$ cat config.mk
export PLATFORM = sky130hd
export DESIGN_NAME = mips_mc_controller
export DESIGN_NICKNAME = d
export VERILOG_FILES = /design/src/rtl/mips_mc_controller.sv
export SDC_FILE = /design/constraint.sdc
export NUM_CORES = 1
export LEC_CHECK = 0
export CAP_MARGIN = 10
export CORE_ASPECT_RATIO = 2
export CORE_MARGIN = 10
export CORE_UTILIZATION = 47
export CTS_CLUSTER_SIZE = 8
export DETAILED_ROUTE_END_ITERATION = 8
export PLACE_DENSITY = 0.89
export SYNTH_ARGS = -nofsm -noshare
export SYNTH_HDL_FRONTEND = slang
export SYNTH_SLANG_ARGS = --single-unit
export TNS_END_PERCENT = 100
$ cat constraint.sdc
create_clock -name CLK -period 2.2 [get_ports CLK]
set_input_delay 0.55 -clock CLK [delete_from_list [all_inputs] [get_ports CLK]]
set_output_delay 0.55 -clock CLK [all_outputs]
set_load 0.01 [all_outputs]
$ cat src/rtl/mips_mc_controller.sv
`default_nettype none
// ============================================================================
// Module   : mips_mc_controller
// Purpose  : Multicycle main controller for the tinymips core. Sequences the
//            shared unified memory, ALU, register file and PC through
//            fetch / decode / execute / writeback. A mem_ready handshake lets
//            a slow memory stall FETCH, MEMRD and MEMWR.
// Ports    : CLK, RST_N        - clock (rising edge), async active-low reset
//            opcode, funct     - instruction fields from the IR
//            zero              - ALU zero flag (branch decision)
//            mem_ready         - memory access completes this cycle
//            iord, irwrite, pcen, regdst, mem2reg, alusrca, alusrcb,
//            pcsrc, alu_control, regwrite, memwrite - datapath controls
//            illegal           - sticky unsupported-instruction flag
//            instret           - retired-instruction counter (wraps)
// Revision : 1.0 - initial release
// ============================================================================
module mips_mc_controller #(
  parameter int CNT_W = 32
) (
  input  logic             CLK,
  input  logic             RST_N,
  input  logic [5:0]       opcode,
  input  logic [5:0]       funct,
  input  logic             zero,
  input  logic             mem_ready,
  output logic             iord,
  output logic             irwrite,
  output logic             pcen,
  output logic             regdst,
  output logic             mem2reg,
  output logic             alusrca,
  output logic [1:0]       alusrcb,
  output logic [1:0]       pcsrc,
  output logic [2:0]       alu_control,
  output logic             regwrite,
  output logic             memwrite,
  output logic             illegal,
  output logic [CNT_W-1:0] instret
);

  // Opcodes
  localparam logic [5:0] C_OP_RTYPE = 6'b000000;
  localparam logic [5:0] C_OP_LW    = 6'b100011;
  localparam logic [5:0] C_OP_SW    = 6'b101011;
  localparam logic [5:0] C_OP_BEQ   = 6'b000100;
  localparam logic [5:0] C_OP_ADDI  = 6'b001000;
  localparam logic [5:0] C_OP_J     = 6'b000010;

  // R-type functs
  localparam logic [5:0] C_FN_ADD = 6'b100000;
  localparam logic [5:0] C_FN_SUB = 6'b100010;
  localparam logic [5:0] C_FN_AND = 6'b100100;
  localparam logic [5:0] C_FN_OR  = 6'b100101;
  localparam logic [5:0] C_FN_SLT = 6'b101010;

  // ALU operations
  localparam logic [2:0] C_ALU_ADD = 3'b010;
  localparam logic [2:0] C_ALU_SUB = 3'b110;
  localparam logic [2:0] C_ALU_AND = 3'b000;
  localparam logic [2:0] C_ALU_OR  = 3'b001;
  localparam logic [2:0] C_ALU_SLT = 3'b111;

  typedef enum logic [3:0] {
    S_IDLE    = 4'd0,
    S_FETCH   = 4'd1,
    S_DECODE  = 4'd2,
    S_MEMADR  = 4'd3,
    S_MEMRD   = 4'd4,
    S_MEMWB   = 4'd5,
    S_MEMWR   = 4'd6,
    S_EXECUTE = 4'd7,
    S_ALUWB   = 4'd8,
    S_BRANCH  = 4'd9,
    S_ADDIEX  = 4'd10,
    S_ADDIWB  = 4'd11,
    S_JUMP    = 4'd12,
    S_TRAP    = 4'd13
  } state_e;

  state_e           state_q, state_d;
  logic             retire_d;
  logic             illegal_q;
  logic [CNT_W-1:0] instret_q;
  logic             funct_ok;

  // Only these five R-type functions are implemented; anything else traps.
  always_comb begin
    funct_ok = 1'b0;
    case (funct)
      C_FN_ADD, C_FN_SUB, C_FN_AND, C_FN_OR, C_FN_SLT: funct_ok = 1'b1;
      default:                                         funct_ok = 1'b0;
    endcase
  end

  // --------------------------------------------------------------------------
  // Next-state and retire decision
  // --------------------------------------------------------------------------
  always_comb begin
    state_d  = state_q;
    retire_d = 1'b0;
    case (state_q)
      S_IDLE:   state_d = S_FETCH;
      S_FETCH:  if (mem_ready) state_d = S_DECODE;
      S_DECODE: begin
        case (opcode)
          C_OP_LW, C_OP_SW: state_d = S_MEMADR;
          C_OP_RTYPE:       state_d = funct_ok ? S_EXECUTE : S_TRAP;
          C_OP_BEQ:         state_d = S_BRANCH;
          C_OP_ADDI:        state_d = S_ADDIEX;
          C_OP_J:           state_d = S_JUMP;
          default:          state_d = S_TRAP;
        endcase
      end
      S_MEMADR: state_d = (opcode == C_OP_LW) ? S_MEMRD : S_MEMWR;
      S_MEMRD:  if (mem_ready) state_d = S_MEMWB;
      S_MEMWB: begin
        state_d  = S_FETCH;
        retire_d = 1'b1;
      end
      S_MEMWR: begin
        if (mem_ready) begin
          state_d  = S_FETCH;
          retire_d = 1'b1;
        end
      end
      S_EXECUTE: state_d = S_ALUWB;
      S_ALUWB: begin
        state_d  = S_FETCH;
        retire_d = 1'b1;
      end
      S_BRANCH: begin
        state_d  = S_FETCH;
        retire_d = 1'b1;
      end
      S_ADDIEX: state_d = S_ADDIWB;
      S_ADDIWB: begin
        state_d  = S_FETCH;
        retire_d = 1'b1;
      end
      S_JUMP: begin
        state_d  = S_FETCH;
        retire_d = 1'b1;
      end
      S_TRAP:   state_d = S_TRAP;
      default:  state_d = S_IDLE;
    endcase
  end

  // --------------------------------------------------------------------------
  // State, sticky illegal flag and retired-instruction counter
  // --------------------------------------------------------------------------
  always_ff @(posedge CLK or negedge RST_N) begin
    if (!RST_N) begin
      state_q   <= S_IDLE;
      illegal_q <= 1'b0;
      instret_q <= '0;
    end else begin
      state_q <= state_d;
      // Raised on entry so the flag is already high in the first TRAP cycle.
      if (state_d == S_TRAP) begin
        illegal_q <= 1'b1;
      end
      if (retire_d) begin
        instret_q <= instret_q + CNT_W'(1);
      end
    end
  end

  // --------------------------------------------------------------------------
  // Output decode. Decoded straight from state_q so that an asynchronous
  // reset (state_q -> IDLE) drops every enable immediately, without waiting
  // for a clock edge. mem_ready and zero enter only the Mealy terms.
  // --------------------------------------------------------------------------
  always_comb begin
    iord        = 1'b0;
    irwrite     = 1'b0;
    pcen        = 1'b0;
    regdst      = 1'b0;
    mem2reg     = 1'b0;
    alusrca     = 1'b0;
    alusrcb     = 2'b00;
    pcsrc       = 2'b00;
    alu_control = 3'b000;
    regwrite    = 1'b0;
    memwrite    = 1'b0;
    case (state_q)
      S_FETCH: begin
        // PC+4 computed and latched in the same cycle the IR loads.
        alusrcb     = 2'b01;
        alu_control = C_ALU_ADD;
        irwrite     = mem_ready;
        pcen        = mem_ready;
      end
      S_DECODE: begin
        // Speculative branch target (PC + imm<<2) into ALUOut.
        alusrcb     = 2'b11;
        alu_control = C_ALU_ADD;
      end
      S_MEMADR, S_ADDIEX: begin
        alusrca     = 1'b1;
        alusrcb     = 2'b10;
        alu_control = C_ALU_ADD;
      end
      S_MEMRD: iord = 1'b1;
      S_MEMWB: begin
        mem2reg  = 1'b1;
        regwrite = 1'b1;
      end
      S_MEMWR: begin
        iord     = 1'b1;
        memwrite = 1'b1;
      end
      S_EXECUTE: begin
        alusrca = 1'b1;
        case (funct)
          C_FN_SUB: alu_control = C_ALU_SUB;
          C_FN_AND: alu_control = C_ALU_AND;
          C_FN_OR:  alu_control = C_ALU_OR;
          C_FN_SLT: alu_control = C_ALU_SLT;
          default:  alu_control = C_ALU_ADD;
        endcase
      end
      S_ALUWB: begin
        regdst   = 1'b1;
        regwrite = 1'b1;
      end
      S_BRANCH: begin
        alusrca     = 1'b1;
        alu_control = C_ALU_SUB;
        pcsrc       = 2'b01;
        pcen        = zero;
      end
      S_ADDIWB: regwrite = 1'b1;
      S_JUMP: begin
        pcsrc = 2'b10;
        pcen  = 1'b1;
      end
      default: ;
    endcase
  end

  assign illegal = illegal_q;
  assign instret = instret_q;

endmodule
`default_nettype wire

* After elaboration in Yosys (flattened, before gate mapping) *
Index checks and enable logic that the tools add are counted.

storage, ports and cells
  register bits = 37
  latch bits = 0
  memory bits (writable) = 0
  ROM bits = 0
  input bits = 16
  output and inout bits = 48
  word-level logic and storage cells = 61
  memories kept = 0

cells by class
  add/subtract/negate cells = 1
  multiply operators = 0
  div/mod/pow operators = 0
  order comparisons = 0
  equality and inequality tests = 24
  shift-type cells = 0
  mux-type cells = 22
  bitwise logic cells = 0
  reductions and logical operators = 11

operator list
  kind                                                                    count
  6-bit equality test (second input constant)                             7
  4-bit one-hot mux with 9 select lines                                   1
  32-bit by 1-bit adder with 32-bit output (second input constant)        1
  4-bit equality test (second input constant)                             7
  4-bit one-hot mux with 5 select lines                                   1
  4-bit by 3-bit equality test with 1-bit output (second input constant)  4
  4-bit 2-to-1 mux                                                        4
  3-bit one-hot mux with 4 select lines                                   1
  5-bit OR reduction                                                      2
  1-bit 2-to-1 mux                                                        9
  3-bit one-hot mux with 3 select lines                                   1
  4-bit by 2-bit equality test with 1-bit output (second input constant)  2
  4-bit OR reduction                                                      2
  6-bit by 2-bit equality test with 1-bit output (second input constant)  1
  6-bit by 3-bit equality test with 1-bit output (second input constant)  1
  6-bit by 4-bit equality test with 1-bit output (second input constant)  1
  6-bit logical NOT                                                       1
  2-bit one-hot mux with 3 select lines                                   1
  2-bit OR reduction                                                      3
  6-bit OR reduction                                                      1
  4-bit by 1-bit equality test with 1-bit output (second input constant)  1
  4-bit logical NOT                                                       1
  2-bit one-hot mux with 2 select lines                                   1
  1-bit one-hot mux with 3 select lines                                   1
  3 further kinds                                                         3

* Longest topological paths before layout *
Gate-level depths: netlist (run 1).

  word-level depth = 7
  depth in mapped cells = 7

* Worst setup path after synthesis (run 1) *
OpenSTA, ideal clock, no wires.

  path kind = reg-to-output
  from = register state_q[3]
  to = output pcen
  data arrival time = 1.380 ns
  data required time = 1.650 ns
  slack = 0.270 ns
  stages on the path, launching flop included = 6
  buffers on the path = 2
  cells stage by stage = dfrtp_1 > buf_2 > buf_1 > nand2_1 > nor3_1 > a211o_1

on the way
  word-level cells in the longest chain between the ends = 2

RTL lines
  what                                                                                   RTL line  RTL
  start, declared                                                                        81        state_e state_q, state_d;
  start signal, assigned                                                                 159       state_q <= state_d;
  4-bit equality test or 4-bit by 1-bit equality test with 1-bit output (tied branches)  187       case (state_q)
  1-bit one-hot mux with 3 select lines (*)                                              187
  end, declared                                                                          29        output logic pcen,

Every way passes the cells marked *; elsewhere a longest branch is shown, timed or not.

* Final worst setup path (run 1) *
  from = register state_q[0]
  to = output pcen

Same word-level chain as after synthesis.

==> results of run 1 <==
## state kept, by name, indices dropped and copies added, names as in the netlist
register / cells
illegal: 1
instret: 32
state_q: 4
## critical path, stage by stage (launching register included)
cell	delay [ns]
dfrtp_2	0.45
nor2b_2	0.19
nand2_2	0.09
nor3_2	0.05
buf_4	0.13
a211o_1	0.26
buf_2	0.14
## where the power goes
| part | internal [mW] | leakage, nW | total [mW] | switching [mW] |
|---|---|---|---|---|
| clock | 0.219 | 0.0450 | 0.442 | 0.223 |
| sequential | 0.773 | 0.491 | 0.895 | 0.122 |
| combinational | 0.708 | 0.890 | 1.38 | 0.669 |
| total | 1.70 | 1.43 | 2.71 | 1.01 |
## final cells by class
cell class,count,area share
clock buffers,6,0.0228
flip-flops and latches,37,0.292
clock inverters,2,0.00314
well taps,54,0.0212
repair buffers,106,0.288
inverters,4,0.00472
multi-input cells,171,0.368
## cell usage after synthesis (2+ instances only)
master,n,area share
nor4_1,2,0.0059
o21ai_0,5,0.012
nand4_1,10,0.029
a21oi_1,4,0.0094
buf_2,2,0.0047
nor3_1,8,0.019
and4_1,2,0.0083
o311ai_0,2,0.0083
nor3b_1,3,0.011
inv_1,4,0.0071
and2_1,3,0.0088
xor2_1,3,0.012
and3_1,7,0.021
nand3b_1,2,0.0071
o41ai_1,2,0.0083
nand2b_1,7,0.021
xnor2_1,30,0.12
dfrtp_1,37,0.44
nor2_1,13,0.023
clkbuf_1,3,0.0053
nand3_1,21,0.050
nor2b_1,4,0.012
nand2_1,19,0.034
a211oi_1,2,0.0071
a31oi_1,3,0.0088
## cells by family (layout without fill, tap and decap cells)
| family | Yosys count | in the layout | synth area share |
|---|---|---|---|
| adder cells (fa/ha/maj) | 1 | 1 | 0.00590 |
| multiplexers | 2 | 2 | 0.0100 |
| AO/OA/AOI/OAI | 27 | 27 | 0.0991 |
| buffers and inverters | 12 | 118 | 0.0277 |
| flip-flops | 37 | 37 | 0.436 |
| AND/OR/NAND/NOR | 108 | 108 | 0.285 |
| XOR/XNOR | 33 | 33 | 0.136 |
## timing repair
action,in CTS,in global routing
cloned,0,0
setup buffers,5,2
setup endpoints to repair,15,10
resized for setup,44,15
pin swaps,4,2
## stage by stage
step / TNS [ns] / hold slack [ns] / worst slack, ns
6_report: 0 / 0.466 / 0.0569
5_1_grt: -0.0153 / 0.492 / -0.0153
4_1_cts: 0 / 0.469 / 0.00437
3_5_place_dp: -2.76 / 0.454 / -0.559
3_3_place_gp: -2.15 / 0.454 / -0.476
2_1_floorplan: 0 / 0.254 / 0.270
## metal layers
layer	part of all wire	global-route usage
met5	0	0
met3	0.069	0.0448
met4	0.044	0.106
met2	0.56	0.312
met1	0.32	0.141
## cell usage in the layout, fill, tap and decap left out, types with 4 or more instances in the layout
| cell | Yosys | final |
|---|---|---|
| and3_1 | 7 | 6 |
| clkdlybuf4s50_1 | 0 | 41 |
| dfrtp_1 | 37 | 34 |
| nor3_1 | 8 | 7 |
| inv_1 | 4 | 4 |
| nand3_1 | 21 | 21 |
| xnor2_1 | 30 | 30 |
| clkbuf_8 | 0 | 5 |
| nand2b_1 | 7 | 7 |
| dlygate4sd2_1 | 0 | 12 |
| buf_4 | 1 | 41 |
| nor2_1 | 13 | 13 |
| clkbuf_2 | 0 | 5 |
| nand4_1 | 10 | 10 |
| nand2_1 | 19 | 18 |
## worst paths after layout
kind | startpoint | to | slack, ns
min | illegal$_DFFE_PN0N_ | illegal$_DFFE_PN0N_ | 0.47
min reg2reg | illegal$_DFFE_PN0N_ | illegal$_DFFE_PN0N_ | 0.47
max reg2reg | state_q[3]$_DFF_PN0_ | instret[15]$_DFFE_PN0P_ | 0.18
max | state_q[0]$_DFF_PN0_ | pcen | 0.06
max in group asynchronous | RST_N | state_q[2]$_DFF_PN0_ | 1.16
min in group asynchronous | RST_N | instret[16]$_DFFE_PN0P_ | 0.70
==> results.md, run 1 <==
* Mapped Cells at 220
* Number of fill cells at a little over 300
* Slew headroom at 0.695
* Htree depth at 2
* Startpoint Class: flop
* Floorplan core area at around 0.0044 sq mm
* CTS Hold Bufs at 0
* Fmax at around 470 MHz
* Critical path class: reg -> out
* DR iter-0 viols at 76
* Placed cells at 365
* Vias at approximately 2100
* Die H at between 100 and 150 um
* DRC violations left at 0
* Post-DRT Antenna Nets at 0
* Initial Utilization at 0.484
* First-pass GRT wire length at 10200 um
* Max Slew Vio Count at 0
* Final setup viols at 0
* Final Wtd Congestion at 0.923
* Initial antenna violation count at 0
* CTS tree: yes
* Worst Path Required at between 1.5 and 2 ns
* PnR Total Power at approximately 2.7 mW
* Clk Latency, worst-skew pair at between 0.2 and 0.3 ns
* Pleak at around 1.4 nW
* DR WL/cell at between 15 and 20 um
* Footprint of the multi-input gates at between 0.001 and 0.0015 sq mm
* # Max-Cap Violations at 0
* Sequential cell area at 930 sq um
* Layout Nets at 342
* DRT Wirelength at approximately 6300 um
* Syn nets at between 200 and 250
* Worst path arrival time at between 1.5 and 2 ns
* Sequential area share after synthesis at 0.436
* Area Growth Syn to Fin at 50.0%
* GRT Total Usage at 0.166
* Io pins at 64
* Synthesis-stage register bit count at 37
* Clock Tree Buf Depth at 2
* Prevailing post-synth register cell: dfrtp_1
* Sinks on Clock Net at 37
* Worst-path fanout max at 6
* Worst vdd ir at a little under 0.8 mV
* Detailed Place HPWL at 4940 um
* Mapped Area at about 0.0021 sq mm
* Synth async-reset ratio at 1.00
* Syn Area/Cell at roughly 9.6 sq um
* Fin crit share at 0.974
* Clock transition at path regs at 0.07 ns
* Synth warn at 0
* Post-synth EDFFs at 0
* Root buf cell: clkbuf_8
* 1st-pass router iterations at 5
* Die Wd at 67.5 um
* Cell variety after synth at 47
* Inserted Diodes at 0
* IO buf count at 63
* Vias/cell at around 5.5
* Least-Margin Pin Slew at between 0.4 and 0.5 ns
* Utilization after layout at 0.726
* Die area at slightly below 0.008 sq mm
* Pin count of the biggest net entering global routing at 38
* Hold path depth at 1
* Worst-case reg-to-reg path depth at 7
* Worst Hold Class: reg -> reg
* Pwr dens at 853 mW/mm^2
* Final Critical Period at 2.14 ns
* # rows at 34
* Final instance area at 0.00318 sq mm
* Status: complete, no violations
* Cts bufs inserted at 5
* Share of cells above drive strength 1 at 0.239
* Final Hold Vio Count at 0
* Skew final at 0.00692 ns
* CP Capture Type: primary output
* Placed cell area at just over 0.003 sq mm
* Post-route insts no fill at 380
* Vias in the first global route at around 2200
* Global route overflow at 0
(Power assumes the default switching activity.)
==> inputs of run 2 (changes only) <==
--- a/config.mk
+++ b/config.mk
@@ -8,10 +8,12 @@
 export CAP_MARGIN = 10
 export CORE_ASPECT_RATIO = 2
 export CORE_MARGIN = 10
-export CORE_UTILIZATION = 47
+export CORE_UTILIZATION = 40
 export CTS_CLUSTER_SIZE = 8
 export DETAILED_ROUTE_END_ITERATION = 8
-export PLACE_DENSITY = 0.89
+export GPL_ROUTABILITY_DRIVEN = 1
+export HOLD_SLACK_MARGIN = 0.02
+export PLACE_DENSITY = 0.79
 export SYNTH_ARGS = -nofsm -noshare
 export SYNTH_HDL_FRONTEND = slang
 export SYNTH_SLANG_ARGS = --single-unit
==> results.md, run 2 (synthesis gave the netlist of run 1 again) <==
* Vias at around 2200
* Initial antenna violation count at 0
* Clock Tree Buf Depth at 2
* CTS Hold Bufs at 0
* Least-Margin Pin Slew at ~0.52 ns
* First-pass GRT wire length at about 11000 um
* DRC violations left at 0
* # Max-Cap Violations at 0
* Final TNS setup at 0 ns
* Pwr dens at between 900 and 1000 mW/mm^2
* Reg2reg setup slack at 0.03 ns
* DRT Wirelength at 6650 um
* Area Growth Syn to Fin at 59.0%
* CTS tree: yes
* Worst-case reg-to-reg path depth at 15
* Max FFs per register at 32
* CP Capture Type: primary output
* Final setup viols at 0
* DR iter-0 viols at around 140
* IO buf count at 63
* Most common cell after layout, fill and taps aside: buf_4
* Htree depth at 2
* Detailed Place HPWL at ~5000 um
* RR Endpoint: state_q[1]$_DFF_PN0_
* Startpoint Class: input port
* 1st-pass router iterations at 4
* Worst Path Required at about 1.7 ns
* Pre-CTS setup slack at -0.588 ns
* Placed cells at 373
* Post-route insts no fill at 395
* Layout Nets at around 350
* Final hold slack at about 0.23 ns
* Sinks on Clock Net at 37
* Pin count of the biggest net entering global routing at 25
* R2r startpoint: state_q[1]$_DFF_PN0_
* Clock transition at path regs at ~0.07 ns
* Worst vdd ir at 0.681 mV
* GRT Total Usage at 0.153
* Pleak at approximately 1.5 nW
* Floorplan core area at ~0.005 sq mm
* CP startpoint: funct[1]
* Worst setup margin at 0.0324 ns
* RSZ-0062 raised after global routing: true
* Final Wtd Congestion at 0.927
* Number of fill cells at a little over 400
* Max Slew Vio Count at 0
* Worst setup path endpoint: alu_control[1]
* Cts bufs inserted at 5
* Skew final at ~0.0080 ns
* Vias in the first global route at between 2000 and 2500
* Inserted Diodes at 0
* Share of cells above drive strength 1 at 0.297
* Initial Utilization at 0.413
* Most frequent cells in the layout: 46 x buf_4, 40 x clkdlybuf4s50_1, 34 x dfrtp_1
* Worst path arrival time at approximately 1.6 ns
* Root buf cell: clkbuf_8
* Worst Hold Class: in -> async
* Utilization after layout at 0.656
* DR WL/cell at between 15 and 20 um
* Clk Latency, worst-skew pair at between 0.2 and 0.3 ns
* Vias/cell at around 5.5
* Fmax at ~460 MHz
* Post-DRT Antenna Nets at 0
* # rows at 37
* Die Wd at 71.5 um
* Slew headroom at 0.651
* Final Hold Vio Count at 0
* Worst-path fanout max at 3
* Fin crit share at 0.985
* Global route overflow at 0
* Io pins at 64
* Final Critical Period at approximately 2.2 ns
* Die area at about 0.0088 sq mm
* Status: complete, no violations
* Critical path class: in -> out
* Die H at 123 um
[run 2: changes by cell type in the layout (fill, tap and decap cells not counted), moves of 2 or more]
cell / previous run / this run
buf_2: 3 / 6
buf_4: 41 / 46
buf_6: 1 / 8
clkbuf_2: 5 / 2
clkinv_2: 2 / 0
nor2_1: 13 / 10
nor2_2: 0 / 2
[run 2: worst min-delay path by stage]
stage | endpoint | slack [ns] | cells after the start | startpoint
after floorplan | illegal$_DFFE_PN0N_ | 0.25 | 0 | RST_N
after global placement | illegal$_DFFE_PN0N_ | 0.46 | 1 | illegal$_DFFE_PN0N_
after detailed placement | illegal$_DFFE_PN0N_ | 0.46 | 1 | illegal$_DFFE_PN0N_
after CTS | instret[21]$_DFFE_PN0P_ | 0.24 | 1 | RST_N
after global routing | instret[21]$_DFFE_PN0P_ | 0.27 | 1 | RST_N
final | instret[5]$_DFFE_PN0P_ | 0.23 | 1 | RST_N
[run 2: area by class of cell]
cell class | count | area, sq um | share of cell area
clock buffer | 7 | 86.3 | 0.0256
clock inverter | 1 | 30.0 | 0.00890
inverter | 4 | 15.0 | 0.00445
multi-input combinational | 171 | 1220 | 0.362
sequential | 37 | 930 | 0.276
tap | 58 | 72.6 | 0.0215
timing repair buffer | 117 | 1020 | 0.302
[run 2: what timing repair did]
action	CTS	global route
gates resized for setup	48	35
setup endpoints to repair	15	11
pin swaps	3	5
setup buffers	13	2
[run 2: critical path: stages]
cell and delay (ns):
dlygate4sd2_1 0.25, nor3b_2 0.16, buf_4 0.13, buf_4 0.12, a31oi_2 0.19, nand2_1 0.07, buf_2 0.14
[run 2: stage by stage]
step | cell area [sq um] | power [mW]
CTS | 3330 | 2.94
finish | 3370 | 3.04
global route | 3370 | 3.23
detailed placement | 3090 | 2.25
floorplan | 2120 | 1.49
global placement | 3090 | 2.24
[run 2: layer usage]
metal  GRT usage  up-vias  wire (um)
li1            -     1016          -
met1       0.136     1056       2200
met2       0.294       80       3770
met3      0.0417       21        434
met4      0.0912        0        236
met5           0        -          0
[run 2: report_power, final]
| group | internal [mW] | switching [mW] |
|---|---|---|
| combinational | 0.820 | 0.732 |
| clock | 0.370 | 0.233 |
| sequential | 0.773 | 0.112 |
| total | 1.96 | 1.08 |
==> inputs of run 3 (changes only) <==
==> constraint.sdc (replaced) <==
create_clock -name CLK -period 2.2 [get_ports CLK]
set_input_delay 0.44 -clock CLK [delete_from_list [all_inputs] [get_ports CLK]]
set_output_delay 0.44 -clock CLK [all_outputs]
set_load 0.01 [all_outputs]
==> results.md, run 3 (synthesis gave the netlist of run 1 again) <==
* IO buf count at 63
* Max FFs per register at 32
* DR iter-0 viols at ~110
* Global route overflow at 0
* Worst vdd ir at just over 0.8 mV
* Layout Nets at around 340
* Final setup viols at 0
* Share of cells above drive strength 1 at 0.191
* Worst path arrival time at 1.71 ns
* CP startpoint: funct[5]
* Status: complete, no violations
* Worst-case reg-to-reg path depth at 7
* Post-route insts no fill at approximately 380
* Final Hold Vio Count at 0
* PnR Total Power at 2.64 mW
* Fmax at roughly 460 MHz
* Switching Share at 0.362
* Reg2reg setup slack at approximately 0.21 ns
* DRT Wirelength at around 6200 um
* Max Slew Vio Count at 0
* CTS tree: yes
* Initial antenna violation count at 0
* Fin crit share at 0.978
* Number of fill cells at ~430
* Vias in the first global route at approximately 2200
* Slowest cell on the critical path: clkdlybuf4s50_1
* 1st-pass router iterations at 4
* Die H at ~120 um
* Clock transition at path regs at 0.07 ns
* Die area at approximately 0.0088 sq mm
* Htree depth at 2
* DR WL/cell at 16.3 um
* DRC violations left at 0
* Final TNS setup at 0 ns
* Placed cells at approximately 370
* Startpoint Class: input port
* Cts bufs inserted at 5
* Skew final at 0.00432 ns
* Clk Latency, worst-skew pair at approximately 0.28 ns
* Floorplan core area at between 0.005 and 0.006 sq mm
* GRT Total Usage at 0.143
* Critical path class: in -> out
* Pwr dens at around 840 mW/mm^2
* # rows at 37
* Pin count of the biggest net entering global routing at 38
* Final Wtd Congestion at between 0.8 and 0.9
* Final instance area at between 0.003 and 0.004 sq mm
* Vias/cell at ~5.3
* R2r startpoint: state_q[3]$_DFF_PN0_
* Worst Hold Class: in -> async
* Die Wd at between 70 and 80 um
* Combinational group share of total power at 0.489
* Initial Utilization at 0.413
* CTS Hold Bufs at 0
* Root buf cell: clkbuf_8
* P_int at ~1.7 mW
* CP Cell Sequence: clkdlybuf4s50_1, nor2b_4, buf_4, and3_4, nor3b_2, o21ai_1, nand2_1, buf_2
* Final Critical Period at 2.15 ns
* First-pass GRT wire length at approximately 10000 um
* Least-Margin Pin Slew at 0.817 ns
* Critical Path Max Stage Delay at between 0.4 and 0.5 ns
* Placed cell area at between 0.003 and 0.004 sq mm
* CP Capture Type: primary output
* Most common cell after layout, fill and taps aside: clkdlybuf4s50_1
* Most frequent cells in the layout: 47 x clkdlybuf4s50_1, 37 x buf_4, 36 x dfrtp_1
* Sequential power share at 0.332
* Psw at about 0.96 mW
* Clock Tree Buf Depth at 2
* # Max-Cap Violations at 0
* RR Endpoint: instret[17]$_DFFE_PN0P_
* Worst setup path endpoint: alu_control[1]
* Post-DRT Antenna Nets at 0
* Pleak at roughly 1.4 nW
* Area Growth Syn to Fin at 49.1%
* Io pins at 64
* Worst Path Required at roughly 1.8 ns
* Worst-path fanout max at 3
* Final hold slack at between 0.2 and 0.25 ns
* Sinks on Clock Net at 37
* Clock network power share at 0.179
* Detailed Place HPWL at 4920 um
* Inserted Diodes at 0
* Vias at 2012
* Slew headroom at 0.456
run 3: worst max-delay path: cells and delay by family:
family                 cells  cell delay (ns)
buffers and inverters      3             0.72
AOI/OAI and AO/OA          1             0.12
and+or+nand+nor            4             0.43
run 3: worst min-delay path by stage:
stage	slack, ns	endpoint	depth (start not counted)
after global placement	0.45	illegal$_DFFE_PN0N_	1
final	0.25	instret[9]$_DFFE_PN0P_	1
after floorplan	0.14	illegal$_DFFE_PN0N_	0
after global routing	0.30	instret[5]$_DFFE_PN0P_	1
after CTS	0.27	instret[3]$_DFFE_PN0P_	1
after detailed placement	0.46	illegal$_DFFE_PN0N_	1
run 3: layout make-up:
type / instances / area [sq um] / area share
clock buffer: 7 / 86.3 / 0.0273
sequential: 37 / 927 / 0.293
tap: 58 / 72.6 / 0.0229
multi-input combinational: 171 / 1160 / 0.367
timing repair buffer: 101 / 902 / 0.285
inverter: 4 / 15.0 / 0.00475
run 3: routing by layer:
metal / GRT usage / up-vias / wire (um)
li1: - / 982 / -
met1: 0.124 / 949 / 2090
met2: 0.275 / 66 / 3470
met3: 0.0465 / 15 / 409
met4: 0.0730 / 0 / 184
met5: 0 / - / 0
run 3: power by group through the flow:
stage | registers, mW | clock network, mW | logic [mW]
global route | 0.894 | 0.514 | 1.42
global placement | 0.886 | 0 | 1.32
detailed placement | 0.889 | 0 | 1.34
floorplan | 0.891 | 0 | 0.603
CTS | 0.878 | 0.488 | 1.29
finish | 0.876 | 0.474 | 1.29
run 3: what timing repair did:
action | CTS | global route
resized for setup | 26 | 5
setup endpoints to repair | 14 | 4
setup buffers | 2 | 1
run 3: stage by stage:
step / utilization / setup slack, ns
2_1_floorplan: - / 0.380
3_3_place_gp: 0.594 / -0.257
3_5_place_dp: 0.594 / -0.371
4_1_cts: 0.615 / 0.0141
5_1_grt: 0.616 / -0.00375
6_report: 0.616 / 0.0480
